**src/rtl/lfsr_cipher_pkg.sv**
```systemverilog
// lfsr_cipher_pkg: shared state encoding, config layout and LFSR helper
// for the padded-LFSR stream cipher engine.
package lfsr_cipher_pkg;

  localparam int LFSR_W = 8;

  typedef enum logic [3:0] {
    S_IDLE,
    S_CFG,
    S_ENC,
    S_ENC_WR,
    S_SKIP,
    S_DEC_RD,
    S_DEC_WR,
    S_FILL,
    S_DONE
  } state_t;

  localparam int OFF_PRELEN = 0;
  localparam int OFF_TAPS   = 1;
  localparam int OFF_SEED   = 2;

  localparam logic [LFSR_W-1:0] MAX_TAPS [8] = '{
    8'he1, 8'hd4, 8'hc6, 8'hb8,
    8'hb4, 8'hb2, 8'hfa, 8'hf3
  };

  function automatic logic [LFSR_W-1:0] lfsr_next(
    input logic [LFSR_W-1:0] s,
    input logic [LFSR_W-1:0] taps
  );
    return {s[LFSR_W-2:0], ^(s & taps)};
  endfunction

endpackage

```
**src/rtl/lfsr_core.sv**
```systemverilog
// lfsr_core: Fibonacci LFSR state register with seed load and
// single-step advance under an externally supplied tap mask.
module lfsr_core
  import lfsr_cipher_pkg::*;
(
  input  logic              clk,
  input  logic              rst_n,
  input  logic              load,
  input  logic              step,
  input  logic [LFSR_W-1:0] seed,
  input  logic [LFSR_W-1:0] taps,
  output logic [LFSR_W-1:0] state
);

  always_ff @(posedge clk or negedge rst_n) begin
    if (!rst_n) begin
      state <= '0;
    end else if (load) begin
      state <= seed;
    end else if (step) begin
      state <= lfsr_next(state, taps);
    end
  end

endmodule

```
**src/rtl/lfsr_stream_cipher.sv**
```systemverilog
// lfsr_stream_cipher: padded-LFSR message cipher running on data memory.
// Owns the memory port while busy; encrypt builds a frame, decrypt restores it.
module lfsr_stream_cipher
  import lfsr_cipher_pkg::*;
#(
  parameter int            DW        = 8,
  parameter int            MSG_LEN   = 41,
  parameter int            FRAME_LEN = 64,
  parameter int            AW        = 8,
  parameter int            SRC_BASE  = 0,
  parameter int            CFG_BASE  = 41,
  parameter int            DST_BASE  = 64,
  parameter logic [DW-1:0] PAD_CHAR  = 8'h20
) (
  input  logic          clk,
  input  logic          rst_n,
  input  logic          start,
  input  logic          mode,
  input  logic          strip,
  output logic          busy,
  output logic          done,
  output logic          err,
  output logic [AW-1:0] mem_addr,
  output logic          mem_we,
  output logic [DW-1:0] mem_wdata,
  input  logic [DW-1:0] mem_rdata
);

  localparam logic [AW-1:0] SRC = AW'(SRC_BASE);
  localparam logic [AW-1:0] CFG = AW'(CFG_BASE);
  localparam logic [AW-1:0] DST = AW'(DST_BASE);
  localparam logic [AW-1:0] MSG_LAST = AW'(MSG_LEN - 1);
  localparam logic [AW-1:0] FRAME_LAST = AW'(FRAME_LEN - 1);
  localparam logic [AW-1:0] CFG_LAST = AW'(OFF_SEED + 1);
  localparam logic [AW-1:0] ONE = AW'(1);

  state_t        state;
  state_t        nxt;
  logic [AW-1:0] cnt;
  logic [AW-1:0] wp;
  logic [DW-1:0] pre_len;
  logic [DW-1:0] taps;
  logic [DW-1:0] lfsr;
  logic [DW-1:0] plain;
  logic          run_mode;
  logic          run_strip;
  logic          seen;

  logic accept;
  logic load;
  logic step;
  logic cnt_inc;
  logic cnt_clr;
  logic wp_inc;
  logic seen_set;
  logic is_pad;
  logic drop;
  logic bad;

  lfsr_core u_lfsr (
    .clk   (clk),
    .rst_n (rst_n),
    .load  (load),
    .step  (step),
    .seed  (mem_rdata),
    .taps  (taps),
    .state (lfsr)
  );

  assign busy = !(state inside {S_IDLE, S_DONE});
  assign done = (state == S_DONE);

  always_comb begin
    nxt       = state;
    mem_addr  = '0;
    mem_we    = 1'b0;
    mem_wdata = '0;
    accept    = 1'b0;
    load      = 1'b0;
    step      = 1'b0;
    cnt_inc   = 1'b0;
    cnt_clr   = 1'b0;
    wp_inc    = 1'b0;
    seen_set  = 1'b0;
    plain     = mem_rdata ^ lfsr;
    is_pad    = (int'(cnt) < int'(pre_len)) ||
                (int'(cnt) >= int'(pre_len) + MSG_LEN);
    drop      = run_strip && !seen && (plain == PAD_CHAR);
    bad       = (mem_rdata == '0) ||
                (int'(pre_len) + MSG_LEN > FRAME_LEN);
    unique case (state)
      S_IDLE, S_DONE: begin
        if (start) begin
          accept  = 1'b1;
          cnt_clr = 1'b1;
          nxt     = S_CFG;
        end
      end
      S_CFG: begin
        cnt_inc = 1'b1;
        if (cnt < CFG_LAST) begin
          mem_addr = CFG + cnt;
        end else begin
          load    = 1'b1;
          cnt_clr = 1'b1;
          if (bad) begin
            nxt = S_DONE;
          end else if (!run_mode) begin
            nxt = S_ENC;
          end else if (pre_len == '0) begin
            nxt = S_DEC_RD;
          end else begin
            nxt = S_SKIP;
          end
        end
      end
      S_ENC: begin
        if (is_pad) begin
          mem_we    = 1'b1;
          mem_addr  = DST + cnt;
          mem_wdata = PAD_CHAR ^ lfsr;
          step      = 1'b1;
          cnt_inc   = 1'b1;
          if (cnt == FRAME_LAST) nxt = S_DONE;
        end else begin
          mem_addr = SRC + cnt - AW'(pre_len);
          nxt      = S_ENC_WR;
        end
      end
      S_ENC_WR: begin
        mem_we    = 1'b1;
        mem_addr  = DST + cnt;
        mem_wdata = plain;
        step      = 1'b1;
        cnt_inc   = 1'b1;
        nxt       = (cnt == FRAME_LAST) ? S_DONE : S_ENC;
      end
      S_SKIP: begin
        step    = 1'b1;
        cnt_inc = 1'b1;
        if (cnt == AW'(pre_len) - ONE) begin
          cnt_clr = 1'b1;
          nxt     = S_DEC_RD;
        end
      end
      S_DEC_RD: begin
        mem_addr = DST + AW'(pre_len) + cnt;
        nxt      = S_DEC_WR;
      end
      S_DEC_WR: begin
        step     = 1'b1;
        cnt_inc  = 1'b1;
        seen_set = (plain != PAD_CHAR);
        if (!drop) begin
          mem_we    = 1'b1;
          mem_addr  = SRC + wp;
          mem_wdata = plain;
          wp_inc    = 1'b1;
        end
        // Fill is needed unless this write lands on the last slot.
        if (cnt == MSG_LAST) begin
          if (run_strip && (drop || wp != MSG_LAST)) nxt = S_FILL;
          else nxt = S_DONE;
        end else begin
          nxt = S_DEC_RD;
        end
      end
      S_FILL: begin
        mem_we    = 1'b1;
        mem_addr  = SRC + wp;
        mem_wdata = PAD_CHAR;
        wp_inc    = 1'b1;
        if (wp == MSG_LAST) nxt = S_DONE;
      end
      default: nxt = S_IDLE;
    endcase
  end

  always_ff @(posedge clk or negedge rst_n) begin
    if (!rst_n) begin
      state     <= S_IDLE;
      cnt       <= '0;
      wp        <= '0;
      pre_len   <= '0;
      taps      <= '0;
      run_mode  <= 1'b0;
      run_strip <= 1'b0;
      seen      <= 1'b0;
      err       <= 1'b0;
    end else begin
      state <= nxt;
      if (cnt_clr) cnt <= '0;
      else if (cnt_inc) cnt <= cnt + ONE;
      if (accept) begin
        wp        <= '0;
        seen      <= 1'b0;
        err       <= 1'b0;
        run_mode  <= mode;
        run_strip <= strip;
      end else begin
        if (wp_inc) wp <= wp + ONE;
        if (seen_set) seen <= 1'b1;
      end
      if (state == S_CFG) begin
        if (cnt == AW'(OFF_PRELEN + 1)) pre_len <= mem_rdata;
        if (cnt == AW'(OFF_TAPS + 1)) taps <= mem_rdata;
        if (cnt == CFG_LAST) err <= bad;
      end
    end
  end

endmodule

```
**config.mk**
```make
export PLATFORM = sky130hd
export DESIGN_NAME = lfsr_stream_cipher
export DESIGN_NICKNAME = d
export VERILOG_FILES = /design/src/rtl/lfsr_cipher_pkg.sv /design/src/rtl/lfsr_core.sv /design/src/rtl/lfsr_stream_cipher.sv
export SDC_FILE = /design/constraint.sdc
export NUM_CORES = 1
export LEC_CHECK = 0
export CAP_MARGIN = 20
export CORE_MARGIN = 10
export CORE_UTILIZATION = 40
export DETAILED_ROUTE_END_ITERATION = 7
export HOLD_SLACK_MARGIN = 0.05
export PLACE_DENSITY_LB_ADDON = 0.08
export SLEW_MARGIN = 20
export SYNTH_ARGS = -nofsm -noshare
export SYNTH_HDL_FRONTEND = slang
export SYNTH_SLANG_ARGS = --single-unit
```
**constraint.sdc**
```tcl
create_clock -name clk -period 10.67 [get_ports clk]
set_input_delay 1.067 -clock clk [delete_from_list [all_inputs] [get_ports clk]]
set_output_delay 1.067 -clock clk [all_outputs]
set_load 0.01 [all_outputs]
```
# Word-level counts from Yosys, hierarchy flattened
# Cells that the tools add are included.
[word_totals]
register_bits = 48
latchBits = 0
ramBits = 0
mem_bits_ro = 0
inputBits = 13
elab_cells = 117
memories = 0
[op_classes]
n_addsub = 9
n_mul = 0
div_mod_pow = 0
n_lt_le_gt_ge = 4
n_eq_ne = 23
shift = 0
muxes = 44
bitwise_logic = 3
reduce_logical = 24
[ops]
columns = ["cell", "n"]
rows = [
  ["2-to-1 mux 8 bit", 11],
  ["one-hot mux 8 bit (6 select lines)", 1],
  ["2-to-1 mux 4 bit", 10],
  ["== test 8 x 6 -> 1 bit, second input constant", 4],
  [">= comparator 9 x 32 -> 1 bit", 1],
  ["one-hot mux 4 bit (8 select lines)", 1],
  ["one-hot mux 8 bit (4 select lines)", 1],
  ["adder 7 x 8 -> 8 bit, first input constant", 2],
  ["adder 8 x 1 -> 8 bit, second input constant", 2],
  ["== test 4 x 3 -> 1 bit, second input constant", 4],
  ["== test 8 x 2 -> 1 bit, second input constant", 2],
  ["logical NOT 8 bit", 2],
  ["inequality test 8 x 6 -> 1 bit, second input constant", 2],
  ["2-to-1 mux 1 bit", 14],
  ["nonzero test 2 bit", 5],
  ["adder 8 x 6 -> 9 bit, second input constant", 1],
  ["> comparator 9 x 7 -> 1 bit, second input constant", 1],
  ["adder 6 x 8 -> 8 bit, first input constant", 1],
  ["adder 8 bit", 1],
  ["AND 8 bit", 1],
  ["== test 4 x 2 -> 1 bit, second input constant", 2],
  ["== test 8 x 1 -> 1 bit, second input constant", 1],
  ["== test 8 bit", 1],
  ["< comparator 8 x 2 -> 1 bit, second input constant", 1],
  ["22 further kinds", 35],
]

# Logic depth before layout (Yosys ltp)
# Gate-level depths: netlist of run 1.
[logic_depth]
word_depth = 8
depth_mapped = 14
mapped_depth_nobuf = 13

# Hierarchy
# Synthesis of run 1 repeated with hierarchy kept, for this count alone.
[unflattened]
hier_cells = 544
hier_area_um2 = 4630.7
[by_module_without_submodules]
columns = ["module", "instances", "cells_per_inst", "area_each_um2", "seq_area_each_um2"]
rows = [
  ["lfsr_stream_cipher", 1, 494, 4175.3, 1001.0],
  ["lfsr_core", 1, 50, 455.4, 200.2],
]

# Least setup slack after synthesis of run 1
# OpenSTA, ideal clock, no wires.
[synth_timing]
path_kind = "reg-to-output"
start = "register pre_len[2]"
end = "output mem_we"
t_arrival_ps = 3277
required_time_ps = 9603
slack_ps = 6326
path_stages_with_launch = 13
path_buffers = 3
cell_sequence = "dfrtp_1 -> buf_1 -> and3_1 -> xnor2_1 -> ha_1 -> a2111oi_0 -> o21ai_1 -> a311oi_2 -> a21oi_1 -> or3_1 -> buf_2 -> clkbuf_1 -> or3_1"
[synth_via]
elab_chain_len = 5
[synth_rtl]
columns = ["element", "line", "rtl"]
rows = [
  ["start, declared", "lfsr_stream_cipher.sv:41", "logic [DW-1:0] pre_len;"],
  ["start signal, assigned", "lfsr_stream_cipher.sv:205", "if (cnt == AW'(OFF_PRELEN + 1)) pre_len <= mem_rdata;"],
  ["adder 8 x 6 -> 9 bit", "lfsr_stream_cipher.sv:87", "(int'(cnt) >= int'(pre_len) + MSG_LEN);"],
  [">= comparator 9 x 32 -> 1 bit", "lfsr_stream_cipher.sv:87", ""],
  ["logical OR 1 bit *", "lfsr_stream_cipher.sv:86", "is_pad = (int'(cnt) < int'(pre_len)) ||"],
  ["2-to-1 mux 1 bit *", "lfsr_stream_cipher.sv:118", "if (is_pad) begin"],
  ["one-hot mux 1 bit (3 select lines) *", "lfsr_stream_cipher.sv:91", "unique case (state)"],
  ["end, declared", "lfsr_stream_cipher.sv:24", "output logic mem_we,"],
]
# Mark *: on every way between the ends. The rest lies on a longest branch, timed or not.

# Worst setup path in the final report of run 1
[layout_timing]
start = "register pre_len[2]"
end = "output mem_addr[3]"
[layout_via]
elab_chain_len = 5
[layout_rtl]
columns = ["element", "line", "rtl"]
rows = [
  ["adder 8 x 6 -> 9 bit", "lfsr_stream_cipher.sv:87", ""],
  [">= comparator 9 x 32 -> 1 bit", "lfsr_stream_cipher.sv:87", ""],
  ["logical OR 1 bit", "lfsr_stream_cipher.sv:86", ""],
  ["2-to-1 mux 8 bit", "lfsr_stream_cipher.sv:118", ""],
  ["one-hot mux 8 bit (6 select lines) *", "lfsr_stream_cipher.sv:91", ""],
  ["end, declared", "lfsr_stream_cipher.sv:23", "output logic [AW-1:0] mem_addr,"],
]
# Marks and branches as above.

==> impl_metrics.yaml, run 1 <==
grt:
  antenna_found_initial: 0
  grt_pass1_wl_mm: 21.3
  grt_start_max_net_pins: 49
  grt_usage: 0.161
  grt_overflow: 0
  grt_pass1_vias: 4034
clocking:
  clk_pin_slew_worst_paths_ns: 0.06
  max-clock-path-buffers: 2
  postCtsHoldBufs: 0
  cts_tree: "yes"
  cts-htree-levels: 2
  cts_setup_buffers: 0
  ctsResizeCount: 0
  root_buffer: "clkbuf_16"
  numCtsBuffers: 5
  cts_sinks: 48
  clock_latency_ns: 0.29
setup_path:
  startpoint_type: "flip-flop"
  crit_required_ns: 9.60
  cp_max_fo: 27
  critPathMaxStageDelay_ns: 0.75
  critPathArrivalTime_ns: 4.44
  cp_cell_sequence: "and3_1 > xnor2_1 > ha_1 > a2111oi_0 > o21ai_1 > a311oi_2 > a21oi_1 > or3_1 > a211oi_1 > o221ai_1 > clkdlybuf4s50_1"
  endpoint_kind: "output port"
  slowest_stage: "or3_1"
  worstSetupPathType: "reg -> out"
timing:
  rsz0062_at_grt: "no"
  fin_crit_sh: 0.516
  fin_crit_ns: 5.50
  timing.final.hold_violations: 0
  max_freq_mhz: 182
  maxSlewHeadroom: 0.430
  worst_pin_slew_ns: 0.844
  fin_tns_setup_ns: 0
  finClkSkew_ns: 0.00726
  whs_ns: 0.503
  setup_viol: 0
  report.final.slew_viol_count: 0
synthesis:
  synthAdderAreaFrac: 0.117
  synthMuxAreaShare: 0.0524
  yosysWarnings: 0
  yosys.area.top_type_share: 0.266
  synth_enable_flop_cells: 0
  yosysTopAreaCell: "dfrtp_1"
  syn_area_per_cell_um2: 8.47
  syn_nets: 587
  synth_cell_types: 67
  syn_inst: 533
  synth-xor-area-share: 0.105
  synth-seq-area-share: 0.266
  synth-simple-area-share: 0.197
  yosys-top-cells-area: "dfrtp_1 27%, ha_1 11%, xnor2_1 7.2%"
  synthFlopType: "dfrtp_1"
  synth_top_family_by_area: "compound AO/OA/AOI/OAI gates"
  synth-seq-cells: 48
  async_flop_share: 1.00
  synth_compound_area_frac: 0.205
  synthesis.area_um2: 4510
cells_and_area:
  drive_above_1_share: 0.0888
  most-common-layout-cells: "48 x dfrtp_1, 41 x o21ai_0, 39 x inv_1, 39 x ha_1"
  final_net_count: 605
  area_growth_pct: 13.3
  mostFrequentLayoutCell: "dfrtp_1"
  fin_util: 0.467
  n_antenna_cell: 0
power:
  pwr_density_cell_nw_per_um2: 283
  ir_drop_mv: 0.116
  power_leakage_nw: 2.14
die:
  io_pins: 33
  fp.dieH_um: 126
  fp-row-count: 38
  die_w_um: 126
  core-area_um2: 10900
  dieArea_um2: 15900
  start_util: 0.413
status:
  outcome: "finished clean"
route:
  drc: 0
  dr.pass1.iters: 5
  drt_iter0_markers: 224
  vias: 4027
  routed_via_density: 5.82
  wl_per_cell_um: 18.4
  antenna_left: 0
  wirelength_mm: 12.7
placement:
  gp_congestion: 0.869
  place_hpwl_mm: 9.84
  portBuffers: 32
hold_path:
  min_path_type: "reg -> reg"
flow_run:
  max_cap_violations: 0
[sequential cells by signal, indices dropped and copies added, names as in the netlist]
| register | flops |
|---|---|
| wp | 8 |
| run_strip | 1 |
| pre_len | 8 |
| err | 1 |
| taps | 8 |
| u_lfsr.state | 8 |
| seen | 1 |
| state | 4 |
| cnt | 8 |
| run_mode | 1 |
[final cells by class]
type                    count  area [um2]
fillers                  1117        5820
multi-input cells         420        3060
flip-flops and latches     48        1200
repair buffers             37         353
well taps                 140         175
inverters                  39         146
clock buffers               6         139
clock inverters             2        38.8
[power breakdown]
group / leakage (nW) / switching (mW) / internal, mW / total, mW
combinational: 1.44 / 0.475 / 0.413 / 0.887
sequential: 0.610 / 0.128 / 0.247 / 0.375
clock: 0.0871 / 0.0692 / 0.117 / 0.187
[cells in the mapped netlist, drive strengths merged (3+ instances only)]
master and count:
a211oi 8, a21o 7, a21oi 27, a221o 6, a222oi 4, a31oi 4
and3 10, buf 9, clkbuf 17, dfrtp 48, ha 39, inv 39
mux2 21, nand2 37, nand2b 10, nand3 11, nand4 9, nor2 37
nor2b 6, nor3 12, nor4 8, nor4b 7, o211ai 10, o21a 4
o21ai 42, o221ai 3, or3 8, xnor2 37, xor2 17
[path summary, 6_finish.rpt]
check                                       start                          end  slack (ns)  cells past startpoint
setup / recovery           pre_len[2]$_DFFE_PN0P_                  mem_addr[3]        5.17                     11
hold / removal                   seen$_DFFE_PN0P_             seen$_DFFE_PN0P_        0.50                      2
setup reg to reg           pre_len[2]$_DFFE_PN0P_  u_lfsr.state[7]$_DFFE_PN0P_        6.46                     10
hold reg to reg                  seen$_DFFE_PN0P_             seen$_DFFE_PN0P_        0.50                      2
max in group asynchronous                   rst_n  u_lfsr.state[6]$_DFFE_PN0P_        9.37                      2
min in group asynchronous                   rst_n            wp[7]$_DFFE_PN0P_        0.89                      2
[routing by layer]
layer	global-route usage	wire length, um	share of wire	up-vias
met5	0	0	0	-
met4	0.0576	267	0.021	0
met1	0.211	5980	0.47	1941
li1	-	-	-	1965
met2	0.260	5930	0.47	106
met3	0.0289	537	0.042	15
[metrics by stage]
stage          worst slack [ns]  area [um2]  power (mW)  cells
2_1_floorplan              6.33        4510       0.990    533
3_3_place_gp               5.32        4930        1.26    684
3_5_place_dp               5.25        4930        1.27    684
4_1_cts                    5.19        5100        1.46    692
5_1_grt                    4.80        5110        1.58    692
6_report                   5.17        5110        1.45    692
[cells by family after synthesis]
kind of cell | Yosys count
flip-flops | 48
multiplexers | 21
AO/OA/AOI/OAI | 137
AND/OR/NAND/NOR | 167
adder cells (fa/ha/maj) | 41
buffers and inverters | 65
XOR/XNOR | 54
[critical path, delay by kind of cell, from the launching register on]
family | cells | cell delay [ns]
DFF | 1 | 0.65
adders and majority gates | 1 | 0.26
AOI/OAI and AO/OA | 6 | 1.52
xor gates and xnor gates | 1 | 0.13
and+or+nand+nor | 2 | 1.06
buffers and inverters | 1 | 0.52
Power figures use the tool's default switching activity.
==> inputs of run 2 (changes only) <==
Clock period 10.67 ns to 5.35 ns, I/O delays scaled along.
==> impl_metrics.yaml, run 2 (synthesis results as in run 1) <==
placement:
  portBuffers: 32
  dp.cells: 690
  gp_congestion: 0.902
  place_hpwl_mm: 9.94
setup_path:
  rr_endpoint: "u_lfsr.state[1]$_DFFE_PN0P_"
  reg2reg_setup_slack_ns: 1.26
  cp_cell_sequence: "ha_1 > a21oi_1 > xnor2_1 > ha_1 > a2111oi_0 > o21ai_1 > a311oi_2 > a21oi_1 > or3_1 > a211oi_1 > o221ai_1 > clkdlybuf4s50_1"
  timing.rr.start: "pre_len[0]$_DFFE_PN0P_"
  worstSetupPathType: "reg -> out"
  crit_required_ns: 4.82
  critPathMaxStageDelay_ns: 0.77
  slowest_stage: "or3_1"
  endpoint_kind: "output port"
  crit_buf_inv: 1
  critical_path.top_delay_family: "compound AO/OA/AOI/OAI gates"
  critPathArrivalTime_ns: 4.41
  startpoint_type: "flip-flop"
  cp_max_fo: 27
  rr_worst_depth: 11
timing:
  fin_tns_setup_ns: 0
  report.final.slew_viol_count: 0
  whs_ns: 0.350
  rsz0062_at_grt: "no"
  finClkSkew_ns: 0.00994
  fin_crit_ns: 4.95
  max_freq_mhz: 202
  timing.final.hold_violations: 0
  setup_viol: 0
  worst_pin_slew_ns: 0.934
  maxSlewHeadroom: 0.369
  fin_crit_sh: 0.925
grt:
  grt_pass1_vias: 3987
  grt_pass1_wl_mm: 21.4
  antenna_found_initial: 0
  grt_start_max_net_pins: 49
  grt_usage: 0.164
  grt_overflow: 0
route:
  dr.pass1.iters: 7
  drt_iter0_markers: 295
  vias: 3965
  drc: 0
  wirelength_mm: 13.2
  antenna_left: 0
  wl_per_cell_um: 18.9
  routed_via_density: 5.68
power:
  pwr_density_cell_nw_per_um2: 575
  power_leakage_nw: 2.18
  ir_drop_mv: 0.230
die:
  fp-row-count: 38
  start_util: 0.413
  die_w_um: 126
  dieArea_um2: 15900
  io_pins: 33
  core-area_um2: 10900
  fp.dieH_um: 126
clocking:
  cts-htree-levels: 2
  max-clock-path-buffers: 2
  clock_latency_ns: 0.31
  ctsResizeCount: 0
  cts_setup_buffers: 0
  cts_tree: "yes"
  postCtsHoldBufs: 0
  numCtsBuffers: 5
  clk_pin_slew_worst_paths_ns: 0.07
  cts_sinks: 48
  root_buffer: "clkbuf_16"
hold_path:
  min_path_type: "in -> async"
cells_and_area:
  final_net_count: 611
  area_growth_pct: 14.6
  stdcell_count: 698
  fillers: 1088
  n_antenna_cell: 0
  mostFrequentLayoutCell: "dfrtp_1"
  drive_above_1_share: 0.0986
  most-common-layout-cells: "48 x dfrtp_1, 41 x o21ai_0, 39 x inv_1, 39 x ha_1"
flow_run:
  max_cap_violations: 0
status:
  outcome: "finished clean"
-- run 2: cell types whose count changed in the layout (fill, tap and decap cells not counted) --
| cell | previous run | this run |
|---|---|---|
| buf_4 | 5 | 11 |
| bufinv_16 | 1 | 2 |
| clkbuf_8 | 1 | 0 |
| clkinv_4 | 1 | 0 |
| inv_6 | 0 | 1 |
-- run 2: final cells by class --
| class | instances | area [um2] | share of cell area |
|---|---|---|---|
| multi-input combinational | 420 | 3060 | 0.591 |
| clock inverter | 3 | 68.8 | 0.0133 |
| inverter | 39 | 146 | 0.0283 |
| tap | 140 | 175 | 0.0339 |
| sequential | 48 | 1200 | 0.232 |
| clock buffer | 5 | 125 | 0.0242 |
| timing repair buffer | 43 | 398 | 0.0769 |
-- run 2: per-stage QoR --
| stage | worst slack, ns | power (mW) | instance area, um2 | util |
|---|---|---|---|---|
| global placement | 0.859 | 2.54 | 4970 | 0.455 |
| finish | 0.401 | 2.97 | 5170 | 0.473 |
| global route | 0.160 | 3.23 | 5170 | 0.473 |
| detailed placement | 0.819 | 2.55 | 4970 | 0.455 |
| floorplan | 1.54 | 1.97 | 4510 | - |
| CTS | 0.454 | 2.99 | 5170 | 0.472 |
-- run 2: how the worst max path moves through the flow --
stage                     slack, ns           to  cells after the start              startpoint
final                          0.40  mem_addr[3]                     12  pre_len[0]$_DFFE_PN0P_
after global routing           0.16  mem_addr[3]                     12  pre_len[0]$_DFFE_PN0P_
after CTS                      0.45  mem_addr[3]                     12  pre_len[0]$_DFFE_PN0P_
after detailed placement       0.82  mem_addr[3]                     12  pre_len[0]$_DFFE_PN0P_
after global placement         0.86  mem_addr[3]                     12  pre_len[0]$_DFFE_PN0P_
after floorplan                1.54       mem_we                     12  pre_len[2]$_DFFE_PN0P_
-- run 2: power breakdown --
part | switching [mW] | internal (mW) | leakage (nW) | total (mW)
logic | 0.990 | 0.843 | 1.47 | 1.83
registers | 0.220 | 0.493 | 0.610 | 0.713
clock network | 0.157 | 0.270 | 0.0944 | 0.427
total | 1.37 | 1.61 | 2.18 | 2.97
-- run 2: per-layer routing --
metal,GRT usage,up-vias,wire length (um)
met5,0,-,0
met4,0.0522,0,248
met3,0.0289,14,540
met2,0.266,92,6100
met1,0.216,1891,6290
li1,-,1968,-
==> inputs of run 3 (changes only) <==
Settings changed: SYNTH_HIERARCHICAL set to 1.
==> impl_metrics.yaml, run 3 <==
die:
  dieArea_um2: 16300
  fp-row-count: 39
  start_util: 0.407
  fp.dieH_um: 128
  io_pins: 33
  core-area_um2: 11400
  die_w_um: 128
cells_and_area:
  n_antenna_cell: 0
  mostFrequentLayoutCell: "nand2_1"
  most-common-layout-cells: "49 x nand2_1, 48 x dfrtp_1, 41 x o21ai_0, 39 x ha_1, 37 x nor2_1"
  area_growth_pct: 14.8
  seq_area_um2: 1200
  stdcell_count: 719
  drive_above_1_share: 0.0955
  final_net_count: 629
  fillers: 1109
  multi_input_area_um2: 3210
hold_path:
  min_path_type: "in -> async"
synthesis:
  synthesis.area_um2: 4630
  synth_common_cells: "49 x nand2_1, 48 x dfrtp_1, 41 x o21ai_0"
  synthMuxAreaShare: 0.0732
  synth_cell_types: 73
  synth_enable_flop_cells: 0
  synth-simple-area-share: 0.205
  yosys.area.top_type_share: 0.259
  yosysMostFrequentCell: "nand2_1"
  synth-seq-area-share: 0.259
  yosys-top-cells-area: "dfrtp_1 26%, ha_1 11%, xnor2_1 4.9%"
  syn_inst: 544
  async_flop_share: 1.00
  synth_compound_area_frac: 0.207
  synth-seq-cells: 48
  synthAdderAreaFrac: 0.114
  yosysTopAreaCell: "dfrtp_1"
  synthFlopType: "dfrtp_1"
  synth-xor-area-share: 0.0919
  yosysWarnings: 6
  synth_top_family_by_area: "compound AO/OA/AOI/OAI gates"
  syn_nets: 598
  syn_area_per_cell_um2: 8.51
timing:
  worst_pin_slew_ns: 1.07
  fin_crit_sh: 0.898
  fin_crit_ns: 4.81
  setup_viol: 0
  report.final.slew_viol_count: 0
  finClkSkew_ns: 0.00468
  rsz0062_at_grt: "no"
  max_freq_mhz: 208
  fin_tns_setup_ns: 0
  maxSlewHeadroom: 0.280
  timing.final.hold_violations: 0
grt:
  grt_usage: 0.159
  grtUsageMet1: 0.228
  grtUsageMet2: 0.251
  grt_start_max_net_pins: 49
  grt_pass1_vias: 3872
  met3_usage: 0.0161
  grt_pass1_wl_mm: 21.3
  antenna_found_initial: 0
  grt_overflow: 0
  gr-max-usage-layer: "met2"
setup_path:
  slowest_stage: "dfrtp_1"
  critPathArrivalTime_ns: 4.27
  crit_required_ns: 4.82
  path_common_cell: "o21ai_0"
  critPathMaxStageDelay_ns: 0.69
  worstSetupPathType: "reg -> out"
  endpoint_kind: "output port"
  startpoint_type: "flip-flop"
  cp_cell_sequence: "o21ai_0 > or3_1 > and2_1 > ha_1 > o21ai_0 > a311o_1 > a311o_1 > o311ai_1 > buf_4 > nand2_1 > o21ai_0 > a21o_1 > clkdlybuf4s50_1"
  cp_max_fo: 15
placement:
  dp.cells: 711
  gp_congestion: 0.911
  place_hpwl_mm: 10.2
  portBuffers: 32
clocking:
  ctsResizeCount: 0
  numCtsBuffers: 5
  postCtsHoldBufs: 0
  cts_sinks: 48
  root_buffer: "clkbuf_16"
  clk_pin_slew_worst_paths_ns: 0.07
  cts-htree-levels: 2
  cts_setup_buffers: 0
  max-clock-path-buffers: 2
  cts_tree: "yes"
  clock_latency_ns: 0.29
route:
  drc: 0
  vias: 4182
  routed_via_density: 5.82
  wl_per_cell_um: 18.5
  drt_iter0_markers: 335
  wirelength_mm: 13.3
  antenna_left: 0
  dr.pass1.iters: 5
flow_run:
  max_cap_violations: 0
power:
  ir_drop_mv: 0.273
  power_leakage_nw: 2.31
  pwr_density_cell_nw_per_um2: 543
status:
  outcome: "finished clean"
-- run 3: area by class of cell --
type | count | share of cell area
clock inverter | 3 | 0.0129
multi-input combinational | 442 | 0.604
sequential | 48 | 0.226
timing repair buffer | 43 | 0.0748
tap | 143 | 0.0337
inverter | 35 | 0.0247
clock buffer | 5 | 0.0235
-- run 3: cell families after synthesis --
kind of cell	Yosys count
xor gates and xnor gates	47
muxes	31
and+or+nand+nor	181
buffers and inverters	54
DFF	48
adders and majority gates	41
AOI/OAI and AO/OA	142
-- run 3: per-stage QoR --
step	hold WS, ns	worst slack (ns)	area, um2	total power [mW]	util
3_3_place_gp	0.478	0.897	5110	2.45	0.450
2_1_floorplan	0.239	1.51	4630	1.95	-
4_1_cts	0.368	0.528	5310	2.89	0.467
5_1_grt	0.391	0.205	5320	3.12	0.468
3_5_place_dp	0.491	0.888	5110	2.46	0.450
6_report	0.330	0.545	5320	2.89	0.468
-- run 3: critical path: cells and delay by family (launching register included) --
kind / cells / cell delay, ns
DFF: 1 / 0.69
adders and majority gates: 1 / 0.34
buffers and inverters: 2 / 0.77
and+or+nand+nor: 3 / 0.74
AOI/OAI and AO/OA: 7 / 1.43
-- run 3: final timing paths --
path	endpoint	slack (ns)	cells past startpoint	from
worst max-delay path	mem_wdata[2]	0.54	13	pre_len[5]$_DFFE_PN0P_
worst min register to register	taps[5]$_DFFE_PN0P_	0.51	1	taps[5]$_DFFE_PN0P_
min in group clk	taps[5]$_DFFE_PN0P_	0.51	1	taps[5]$_DFFE_PN0P_
worst min-delay path	wp[4]$_DFFE_PN0P_	0.33	2	rst_n
max in group asynchronous	taps[1]$_DFFE_PN0P_	4.59	2	rst_n
worst max register to register	state[0]$_DFFE_PN0P_	1.42	12	pre_len[5]$_DFFE_PN0P_
-- run 3: layer usage --
layer / wire length (um) / vias to the layer above / share of wire
met2: 6260 / 106 / 0.47
met4: 158 / 0 / 0.012
met5: 0 / - / 0
met1: 6320 / 2036 / 0.48
met3: 556 / 18 / 0.042
li1: - / 2022 / -
-- run 3: power breakdown --
group,leakage (nW),internal (mW),switching (mW)
Clock,0.0944,0.270,0.140
Sequential,0.607,0.491,0.224
Combinational,1.61,0.805,0.956
Total,2.31,1.57,1.32
